<file path="src/rtl/scarv_soc_pkg.sv">
// Shared types and constants for the SCARV SoC memory-interface arbiter.
package scarv_soc_pkg;

   // Master identifier carried in the owner queue (0 = CPU, 1 = DMA/debug).
   typedef logic master_id_t;

   localparam master_id_t SOC_MASTER_CPU = 1'b0;
   localparam master_id_t SOC_MASTER_DMA = 1'b1;

   // Default number of granted requests that may await a response.
   localparam int SOC_MAX_OUTSTANDING = 2;

endpackage

</file>
<file path="src/rtl/scarv_soc_memif_arb_fifo.sv">
// In-order owner-id FIFO: remembers which master issued each in-flight
// downstream transaction so responses can be routed back.
module scarv_soc_memif_arb_fifo
   import scarv_soc_pkg::*;
#(
   parameter int DEPTH = SOC_MAX_OUTSTANDING,
   parameter int PTR_W = 2
) (
   input  logic       clk_i,
   input  logic       rst_ni,
   input  logic       push_i,
   input  master_id_t push_id_i,
   input  logic       pop_i,
   output logic       full_o,
   output logic       empty_o,
   output master_id_t head_o
);

   localparam int CNT_W = $clog2(DEPTH + 1);
   localparam logic [PTR_W-1:0] LAST_PTR = PTR_W'(DEPTH - 1);
   localparam logic [CNT_W-1:0] FULL_CNT = CNT_W'(DEPTH);

   // Storage is sized to the pointer range so pointer indexing is exact;
   // only the first DEPTH entries are ever used.
   master_id_t       mem_q [2**PTR_W];
   logic [PTR_W-1:0] wr_ptr_q, wr_ptr_d;
   logic [PTR_W-1:0] rd_ptr_q, rd_ptr_d;
   logic [CNT_W-1:0] count_q, count_d;
   logic             push_ok, pop_ok;

   // Pointers wrap explicitly at DEPTH-1 so non-power-of-2 depths work.
   function automatic logic [PTR_W-1:0] ptr_inc(input logic [PTR_W-1:0] p);
      return (p == LAST_PTR) ? '0 : p + 1'b1;
   endfunction

   assign full_o  = (count_q == FULL_CNT);
   assign empty_o = (count_q == '0);
   assign head_o  = mem_q[rd_ptr_q];
   assign push_ok = push_i && !full_o;
   assign pop_ok  = pop_i && !empty_o;

   // Next-state for pointers and occupancy; simultaneous push/pop keeps count.
   always_comb begin
      wr_ptr_d = wr_ptr_q;
      rd_ptr_d = rd_ptr_q;
      count_d  = count_q;
      if (push_ok) wr_ptr_d = ptr_inc(wr_ptr_q);
      if (pop_ok)  rd_ptr_d = ptr_inc(rd_ptr_q);
      if (push_ok && !pop_ok)      count_d = count_q + 1'b1;
      else if (pop_ok && !push_ok) count_d = count_q - 1'b1;
   end

   // State registers and storage write.
   always_ff @(posedge clk_i or negedge rst_ni) begin
      if (!rst_ni) begin
         wr_ptr_q <= '0;
         rd_ptr_q <= '0;
         count_q  <= '0;
         for (int i = 0; i < 2**PTR_W; i++) mem_q[i] <= SOC_MASTER_CPU;
      end else begin
         wr_ptr_q <= wr_ptr_d;
         rd_ptr_q <= rd_ptr_d;
         count_q  <= count_d;
         if (push_ok) mem_q[wr_ptr_q] <= push_id_i;
      end
   end

endmodule

</file>
<file path="src/rtl/scarv_soc_memif_arbiter.sv">
// Two-master round-robin arbiter onto the single peripheral memory port.
// Valid/ready: a request moves on a cycle with req && gnt, a response on a
// cycle with recv && ack; the requester holds req and payload until gnt.
module scarv_soc_memif_arbiter
   import scarv_soc_pkg::*;
#(
   parameter int MAX_OUTSTANDING = SOC_MAX_OUTSTANDING,
   parameter int ID_W            = 2
) (
   input  logic        f_clk,
   input  logic        g_resetn,
   input  logic [1:0]  m_req,
   output logic [1:0]  m_gnt,
   input  logic [1:0]  m_wen,
   input  logic [7:0]  m_strb,
   input  logic [63:0] m_addr,
   input  logic [63:0] m_wdata,
   output logic [1:0]  m_recv,
   input  logic [1:0]  m_ack,
   output logic [1:0]  m_error,
   output logic [63:0] m_rdata,
   output logic        s_req,
   input  logic        s_gnt,
   output logic        s_wen,
   output logic [3:0]  s_strb,
   output logic [31:0] s_addr,
   output logic [31:0] s_wdata,
   input  logic        s_recv,
   output logic        s_ack,
   input  logic        s_error,
   input  logic [31:0] s_rdata
);

   master_id_t sel;
   master_id_t sel_q, sel_d;
   master_id_t prio_q, prio_d;
   logic       lock_q, lock_d;
   logic       q_full, q_empty;
   master_id_t q_head;
   logic       req_xfer, rsp_valid, rsp_xfer;

   // Choose the master to forward; a stalled handshake keeps its master so
   // the downstream payload cannot change before s_gnt.
   always_comb begin
      sel = prio_q;
      if (lock_q) begin
         sel = sel_q;
      end else begin
         case (m_req)
            2'b01:   sel = SOC_MASTER_CPU;
            2'b10:   sel = SOC_MASTER_DMA;
            default: sel = prio_q;
         endcase
      end
   end

   // Request path: zero-latency mux from the selected master. Reset gates
   // the handshake outputs so they drop the instant g_resetn falls.
   always_comb begin
      s_req    = g_resetn && m_req[sel] && !q_full;
      req_xfer = s_req && s_gnt;
      m_gnt    = '0;
      m_gnt[sel] = req_xfer;
      s_wen    = m_wen[sel];
      s_strb   = sel ? m_strb[7:4]    : m_strb[3:0];
      s_addr   = sel ? m_addr[63:32]  : m_addr[31:0];
      s_wdata  = sel ? m_wdata[63:32] : m_wdata[31:0];
   end

   // Response path: route to the master at the head of the owner queue.
   always_comb begin
      rsp_valid = g_resetn && s_recv && !q_empty;
      s_ack     = g_resetn && !q_empty && m_ack[q_head];
      rsp_xfer  = rsp_valid && s_ack;
      m_recv    = '0;
      m_error   = '0;
      m_recv[q_head]  = rsp_valid;
      m_error[q_head] = s_error && !q_empty;
      m_rdata   = {s_rdata, s_rdata};
   end

   // Next-state for the priority pointer and the selection lock.
   always_comb begin
      prio_d = prio_q;
      if (req_xfer) prio_d = ~sel;
      lock_d = s_req && !s_gnt;
      sel_d  = sel;
   end

   // Arbitration state registers.
   always_ff @(posedge f_clk or negedge g_resetn) begin
      if (!g_resetn) begin
         prio_q <= SOC_MASTER_CPU;
         lock_q <= 1'b0;
         sel_q  <= SOC_MASTER_CPU;
      end else begin
         prio_q <= prio_d;
         lock_q <= lock_d;
         sel_q  <= sel_d;
      end
   end

   scarv_soc_memif_arb_fifo #(
      .DEPTH (MAX_OUTSTANDING),
      .PTR_W (ID_W)
   ) u_owner_fifo (
      .clk_i     (f_clk),
      .rst_ni    (g_resetn),
      .push_i    (req_xfer),
      .push_id_i (sel),
      .pop_i     (rsp_xfer),
      .full_o    (q_full),
      .empty_o   (q_empty),
      .head_o    (q_head)
   );

   // A response with nothing outstanding is a peripheral protocol error.
   spurious_rsp_a : assert property (@(posedge f_clk) disable iff (!g_resetn)
      !(s_recv && q_empty))
      else $warning("memif arbiter: response received with empty owner queue");

endmodule

</file>
<file path="config.mk">
export PLATFORM = sky130hd
export DESIGN_NAME = scarv_soc_memif_arbiter
export DESIGN_NICKNAME = d
export VERILOG_FILES = /design/src/rtl/scarv_soc_pkg.sv /design/src/rtl/scarv_soc_memif_arb_fifo.sv /design/src/rtl/scarv_soc_memif_arbiter.sv
export SDC_FILE = /design/constraint.sdc
export NUM_CORES = 1
export LEC_CHECK = 0
export CAP_MARGIN = 20
export CORE_AREA = 2 2 122 124
export CTS_CLUSTER_SIZE = 24
export DETAILED_ROUTE_END_ITERATION = 12
export DIE_AREA = 0 0 124 126
export GPL_TIMING_DRIVEN = 0
export SYNTH_ARGS = -nofsm -noshare
export SYNTH_HDL_FRONTEND = slang
export SYNTH_HIERARCHICAL = 1
export SYNTH_SLANG_ARGS = --single-unit
</file>
<file path="constraint.sdc">
create_clock -name f_clk -period 4.65 [get_ports f_clk]
set_input_delay 1.1625 -clock f_clk [delete_from_list [all_inputs] [get_ports f_clk]]
set_output_delay 1.1625 -clock f_clk [all_outputs]
set_load 0.005 [all_outputs]
</file>
==> flow_summary_export.csv, run 1 <==
group,metric,value,unit
run_status,outcome,"finished clean",
routing,routed-wl-met3,1200,microns
synthesis,synth_sequential_area_ratio,0.157,
routing,vias,2570,
clocking,clk_path_buf_depth,2,
min_path,timing.hold.worst.start,"u_owner_fifo/mem_q[2]",
layout,final_net_count,677,
worst_setup_path,timing.setup.critical_path_class,"input pin to output port",
layout,antenna_cells,0,
die,fp.coreArea,0.0143,sq mm
grt,grt_pass1_vias,2667,
synthesis,syn_inst,203,
flow_run,max_cap_viol_count,0,
sta,drv_slew,0,
routing,met2WireLength,6230,microns
synthesis,synthDistinctLibCells,35,
layout,final_layout_size_suffix_gt1_frac,0.293,
synthesis,synth_net_count,384,
routing,drt-vias-per-instance,3.78,
clocking,clock_insertion_delay_worst_skew,240,ps
pwr,worst_ir_drop_vdd,0.204,mV
min_path,worstHoldPathCells,1,
sta,final.setup.tns,0,ps
worst_setup_path,data_arrival_at_the_endpoint_of_the_critical_path,3410,ps
routing,finalWirelength,11400,microns
synthesis,synth.cell_area,0.00208,sq mm
synthesis,syn_avg_cell_area,10.2,sq um
synthesis,synth-seq-cells,13,
sta,min_period,4570,ps
layout,finish.instance_area,0.00527,sq mm
worst_setup_path,r2r-end,"u_owner_fifo/count_q[1]",
sta,final_min_period_over_clock_period,0.983,
routing,drt-pass1-iter-count,3,
layout,finalNonFillerCells,679,
synthesis,synthFlopType,"dfrtp_1",
layout,multi_input_area,0.00119,sq mm
sta,maxSlewHeadroom,0.536,
worst_setup_path,reg_to_reg_critical_path_startpoint,"u_owner_fifo/rd_ptr_q[0]",
clocking,clock_tree_from_tritoncts,"built",
die,placement_rows,44,
sta,max_freq,219,MHz
worst_setup_path,setup.worst_path.start,"m_req[0]",
sta,finalHoldViolations,0,
routing,number_of_routed_nets_with_antenna_violations,0,
routing,met1_length,3730,microns
placed_design,place.detailed.hpwl,10100,microns
synthesis,async_reset_ff_frac,1.00,
routing,drt_iter0_markers,16,
synthesis,synth_enable_flop_cells,0,
synthesis,ys_warn_count,6,
placed_design,dpl-instance-area,0.00518,sq mm
min_path,worst_hold_path_type,"register to register",
sta,clock_skew_after_layout,1.88,ps
layout,area_growth_syn_to_layout,154,%
grt,global_route_wire_length_before_repair,15200,microns
clocking,clkSlewWorstSetupHoldPaths,40,ps
worst_setup_path,setup.worst_path.start_class,"input pin",
min_path,worst_hold_path_endpoint,"u_owner_fifo/mem_q[2]",
clocking,cts.root.buffer_cell,"clkbuf_16",
layout,layout.area.seq,325,sq um
die,starting_density_of_the_core,0.145,
die,die-width,124,microns
clocking,cts_num_sinks,13,
routing,wl_per_cell,16.7,microns
routing,drt_drc,0,
worst_setup_path,crit_path_max_fanout,10,
grt,globalRouteTotalUtil,0.130,
sta,tightestPinTransition,694,ps
worst_setup_path,worstSetupEndpointType,"output port",
clocking,numCtsBuffers,3,
placed_design,portBuffers,287,
pwr,power.density_cell_area,260,mW/mm^2
clocking,ctsHtreeMaxLevel,1,
sta,setup_violations,0,
worst_setup_path,setup.reg_to_reg.worst_slack,2190,ps
sta,whs,492,ps
grt,overflow,0,
worst_setup_path,worst-r2r-cell-count,9,
die,die-height,126,microns
placed_design,gp_congestion,0.794,
grt,grt_max_degree,19,
layout,layout.filler_cells,1452,
layout,postLayoutCoreUtil,0.368,
routing,top_layer,"met5",
worst_setup_path,crit_required,3490,ps
grt,antenna_found_initial,1,
placed_design,instance_count_after_placement_with_tap_cells_included,674,
die,dieArea,0.0156,sq mm
pwr,power.leakage,2.22,nW
die,boundaryPins,320,
sta,rsz_0062_raised_after_global_routing,"no",
clocking,holdBufCountCts,0,
what timing repair did:
item                                    in CTS  in global routing
gates resized for setup                     44                  7
endpoints found under the setup margin      72                 25
buffers inserted                             2                  0
endpoints found under the hold margin        0                  0
cloned                                       0                  0
pin swaps                                    0                  1
metrics by stage:
| stage | setup slack (ps) | total power [mW] |
|---|---|---|
| global placement | -692 | 1.24 |
| CTS | 22.9 | 1.40 |
| finish | 78.9 | 1.37 |
| global route | 0.659 | 1.46 |
| detailed placement | -709 | 1.25 |
| floorplan | 777 | 0.651 |
per-layer routing:
metal  GRT usage  up-vias
li1            -     1236
met1       0.126     1165
met2       0.268      156
met3      0.0331       11
met4      0.0264        2
met5           0        -
state kept, by name (all words and copies together), names as in the netlist:
signal                 count
u_owner_fifo/mem_q         4
u_owner_fifo/count_q       2
u_owner_fifo/rd_ptr_q      2
u_owner_fifo/wr_ptr_q      2
lock_q                     1
prio_q                     1
sel_q                      1
worst max-delay path, cell delays in order:
cell and delay (ps):
clkdlybuf4s15_2 200, inv_1 60, ha_1 290, mux2_4 330, mux2i_4 270, buf_12 170, buf_12 130, mux2_2 320
clkdlybuf4s50_1 460
synth_stat cells, types with 2 or more instances:
| cell | n | share of area |
|---|---|---|
| mux2_2 | 64 | 0.35 |
| buf_6 | 5 | 0.027 |
| a21boi_0 | 2 | 0.0072 |
| buf_4 | 66 | 0.24 |
| dfrtp_1 | 13 | 0.16 |
| mux2_1 | 9 | 0.049 |
| and2_1 | 2 | 0.0060 |
| and3b_1 | 2 | 0.0084 |
| a21oi_1 | 2 | 0.0048 |
| nand3b_1 | 2 | 0.0072 |
| xor2_1 | 3 | 0.013 |
| nor3b_1 | 2 | 0.0072 |
| nor2_1 | 3 | 0.0054 |
| ha_1 | 2 | 0.012 |
| inv_1 | 4 | 0.0072 |
| nand4b_1 | 2 | 0.0084 |
| xnor2_1 | 2 | 0.0084 |
worst max path at each step:
stage                        to  slack, ps  depth (start not counted)
floorplan            s_addr[20]        780                          6
global placement     s_wdata[2]       -690                          8
detailed placement   s_wdata[5]       -710                          8
CTS                 s_wdata[21]         20                          8
global route         s_addr[24]        0.7                          9
finish              s_wdata[11]         80                          9
placed cells by master, fill, tap and decap left out, types with 3 or more instances in the layout:
master,netlist,final
nor2_1,3,3
xor2_1,3,3
mux2_1,9,9
dlymetal6s2s_1,0,3
dfrtp_1,13,13
buf_6,5,4
inv_1,4,4
clkdlybuf4s50_1,0,248
clkbuf_16,0,3
mux2_2,64,63
dlygate4sd2_1,0,34
buf_4,66,64
area by class of cell:
cell class / count / share of cell area
Timing Repair Buffer: 289 / 0.544
Multi-Input combinational cell: 115 / 0.226
Buffer: 70 / 0.107
Sequential cell: 13 / 0.0617
Tap cell: 184 / 0.0437
Clock buffer: 4 / 0.0150
Inverter: 4 / 0.00285
where the power goes:
| group | internal (mW) | switching [mW] | leakage [nW] |
|---|---|---|---|
| registers | 0.148 | 0.0380 | 0.162 |
| logic | 0.671 | 0.351 | 2.02 |
| clock network | 0.116 | 0.0480 | 0.0382 |
cells by family (layout without fill, tap and decap cells):
logic type      count (synthesis)  count (layout)  share of synthesized area
fa+ha+maj                       2               2                     0.0120
flops                          13              13                      0.157
xor+xnor                        5               5                     0.0211
mux                            77              77                      0.429
buf+inv                        75             367                      0.273
simple gates                   22              22                     0.0777
compound gates                  9               9                     0.0307
Power figures use the tool's default switching activity.
==> inputs of run 2 (changes only) <==
Settings changed: CORE_AREA 2 2 122 124 to 2 2 124 126, DIE_AREA 0 0 124 126 to 0 0 126 128, HOLD_SLACK_MARGIN set to 0.02.
Clock period 4.65 ns to 5.15 ns, I/O delays scaled along.
==> flow_summary_export.csv, run 2 (synthesis results as in run 1) <==
group,metric,value,unit
worst_setup_path,reg_to_reg_critical_path_startpoint,"prio_q",
clocking,numCtsBuffers,3,
grt,globalRouteTotalUtil,0.139,
pwr,power.leakage,2.17,nW
die,starting_density_of_the_core,0.140,
die,die-width,126,microns
sta,final_min_period_over_clock_period,0.967,
min_path,worstHoldPathCells,1,
pwr,worst_ir_drop_vdd,0.129,mV
worst_setup_path,setup.worst_path.start_class,"input pin",
worst_setup_path,timing.setup.critical_path_class,"input pin to output port",
layout,finish.instance_area,0.00530,sq mm
routing,drt_drc,0,
clocking,cts_num_sinks,13,
die,fp.coreArea,0.0149,sq mm
clocking,clock_tree_from_tritoncts,"built",
clocking,cts.root.buffer_cell,"clkbuf_16",
sta,setup_violations,0,
placed_design,place.detailed.hpwl,11200,microns
min_path,timing.hold.worst.start,"u_owner_fifo/mem_q[1]",
routing,drt-vias-per-instance,3.70,
grt,global_route_wire_length_before_repair,16700,microns
worst_setup_path,crit_path_max_fanout,10,
layout,layout_common_cells,"275 x clkdlybuf4s50_1, 67 x buf_4, 64 x mux2_2",
die,die-height,128,microns
clocking,ctsHtreeMaxLevel,1,
layout,area_growth_syn_to_layout,155,%
layout,max_flop_register,"u_owner_fifo/mem_q",
sta,min_period,4980,ps
clocking,clock_insertion_delay_worst_skew,240,ps
die,placement_rows,45,
placed_design,dpl-instance-area,0.00519,sq mm
pwr,power.density_cell_area,242,mW/mm^2
sta,tightestPinTransition,723,ps
sta,final.setup.tns,0,ps
routing,finalWirelength,12600,microns
sta,clock_skew_after_layout,1.30,ps
grt,antenna_found_initial,0,
routing,drt-pass1-iter-count,4,
layout,final_layout_size_suffix_gt1_frac,0.293,
die,boundaryPins,320,
routing,vias,2536,
die,dieArea,0.0161,sq mm
sta,max_freq,201,MHz
worst_setup_path,crit_required,3860,ps
layout,antenna_cells,0,
worst_setup_path,worst-r2r-cell-count,8,
layout,final_net_count,680,
clocking,clk_path_buf_depth,2,
flow_run,max_cap_viol_count,0,
grt,grt_pass1_vias,2576,
sta,finalHoldViolations,0,
placed_design,portBuffers,287,
clocking,clkSlewWorstSetupHoldPaths,40,ps
pwr,total_power,1.28,mW
routing,drt_iter0_markers,28,
min_path,worst_hold_path_type,"register to register",
worst_setup_path,data_arrival_at_the_endpoint_of_the_critical_path,3690,ps
run_status,outcome,"finished clean",
worst_setup_path,r2r-end,"u_owner_fifo/count_q[1]",
worst_setup_path,setup.reg_to_reg.worst_slack,2740,ps
sta,rsz_0062_raised_after_global_routing,"no",
grt,grt_max_degree,19,
grt,overflow,0,
sta,drv_slew,0,
layout,layout_commonest_cell,"clkdlybuf4s50_1",
routing,wl_per_cell,18.4,microns
sta,maxSlewHeadroom,0.516,
placed_design,gp_congestion,0.792,
placed_design,instance_count_after_placement_with_tap_cells_included,678,
layout,finalNonFillerCells,686,
worst_setup_path,worstSetupEndpointType,"output port",
min_path,worst_hold_path_endpoint,"u_owner_fifo/mem_q[1]",
layout,largest_register_ffs,4,
clocking,holdBufCountCts,0,
routing,number_of_routed_nets_with_antenna_violations,0,
==> run 2: worst max-delay path, stage by stage <==
cell             delay [ps]
dlygate4sd2_1           260
inv_1                    80
ha_1                    280
mux2_2                  370
mux2i_4                 200
buf_12                  150
buf_4                   100
buf_6                   130
mux2_2                  330
clkdlybuf4s50_1         480
==> run 2: metrics by stage <==
stage,setup WS (ps),hold WS [ps],util
2_1_floorplan,1030,459,-
3_3_place_gp,-424,474,0.349
3_5_place_dp,-437,478,0.349
4_1_cts,1.17,488,0.357
5_1_grt,70.2,502,0.357
6_report,170,484,0.357
==> run 2: report_power, final <==
group / switching (mW) / total [mW] / internal [mW]
clock network: 0.0415 / 0.146 / 0.104
logic: 0.334 / 0.971 / 0.637
registers: 0.0346 / 0.168 / 0.133
==> run 2: routing by layer <==
metal,part of all wire,up-vias,global-route usage
li1,-,1238,-
met1,0.38,1166,0.163
met2,0.52,130,0.250
met3,0.099,2,0.0501
met4,0.0013,0,0.0136
met5,0,-,0
==> run 2: layout make-up <==
class	instances	area [sq um]
Sequential cell	13	325
Buffer	71	556
Fill cell	1511	9560
Tap cell	188	235
Timing Repair Buffer	291	2910
Inverter	4	15.0
Clock buffer	4	78.8
Multi-Input combinational cell	115	1190
==> run 2: repair_timing <==
item | 4_1_cts | 5_1_grt
resized for setup | 13 | 1
gates cloned | 0 | 0
buffers inserted | 4 | 0
setup endpoints to repair | 70 | 26
==> run 2: worst max path at each step <==
stage	startpoint	endpoint	slack [ps]	cells past startpoint
3_3_place_gp	m_req[0]	s_addr[29]	-420	8
4_1_cts	m_req[1]	s_addr[15]	1	9
5_1_grt	m_req[0]	s_addr[17]	70	10
3_5_place_dp	m_req[0]	s_addr[29]	-440	8
2_1_floorplan	m_req[0]	s_addr[20]	1030	6
6_report	m_req[0]	s_addr[15]	170	10
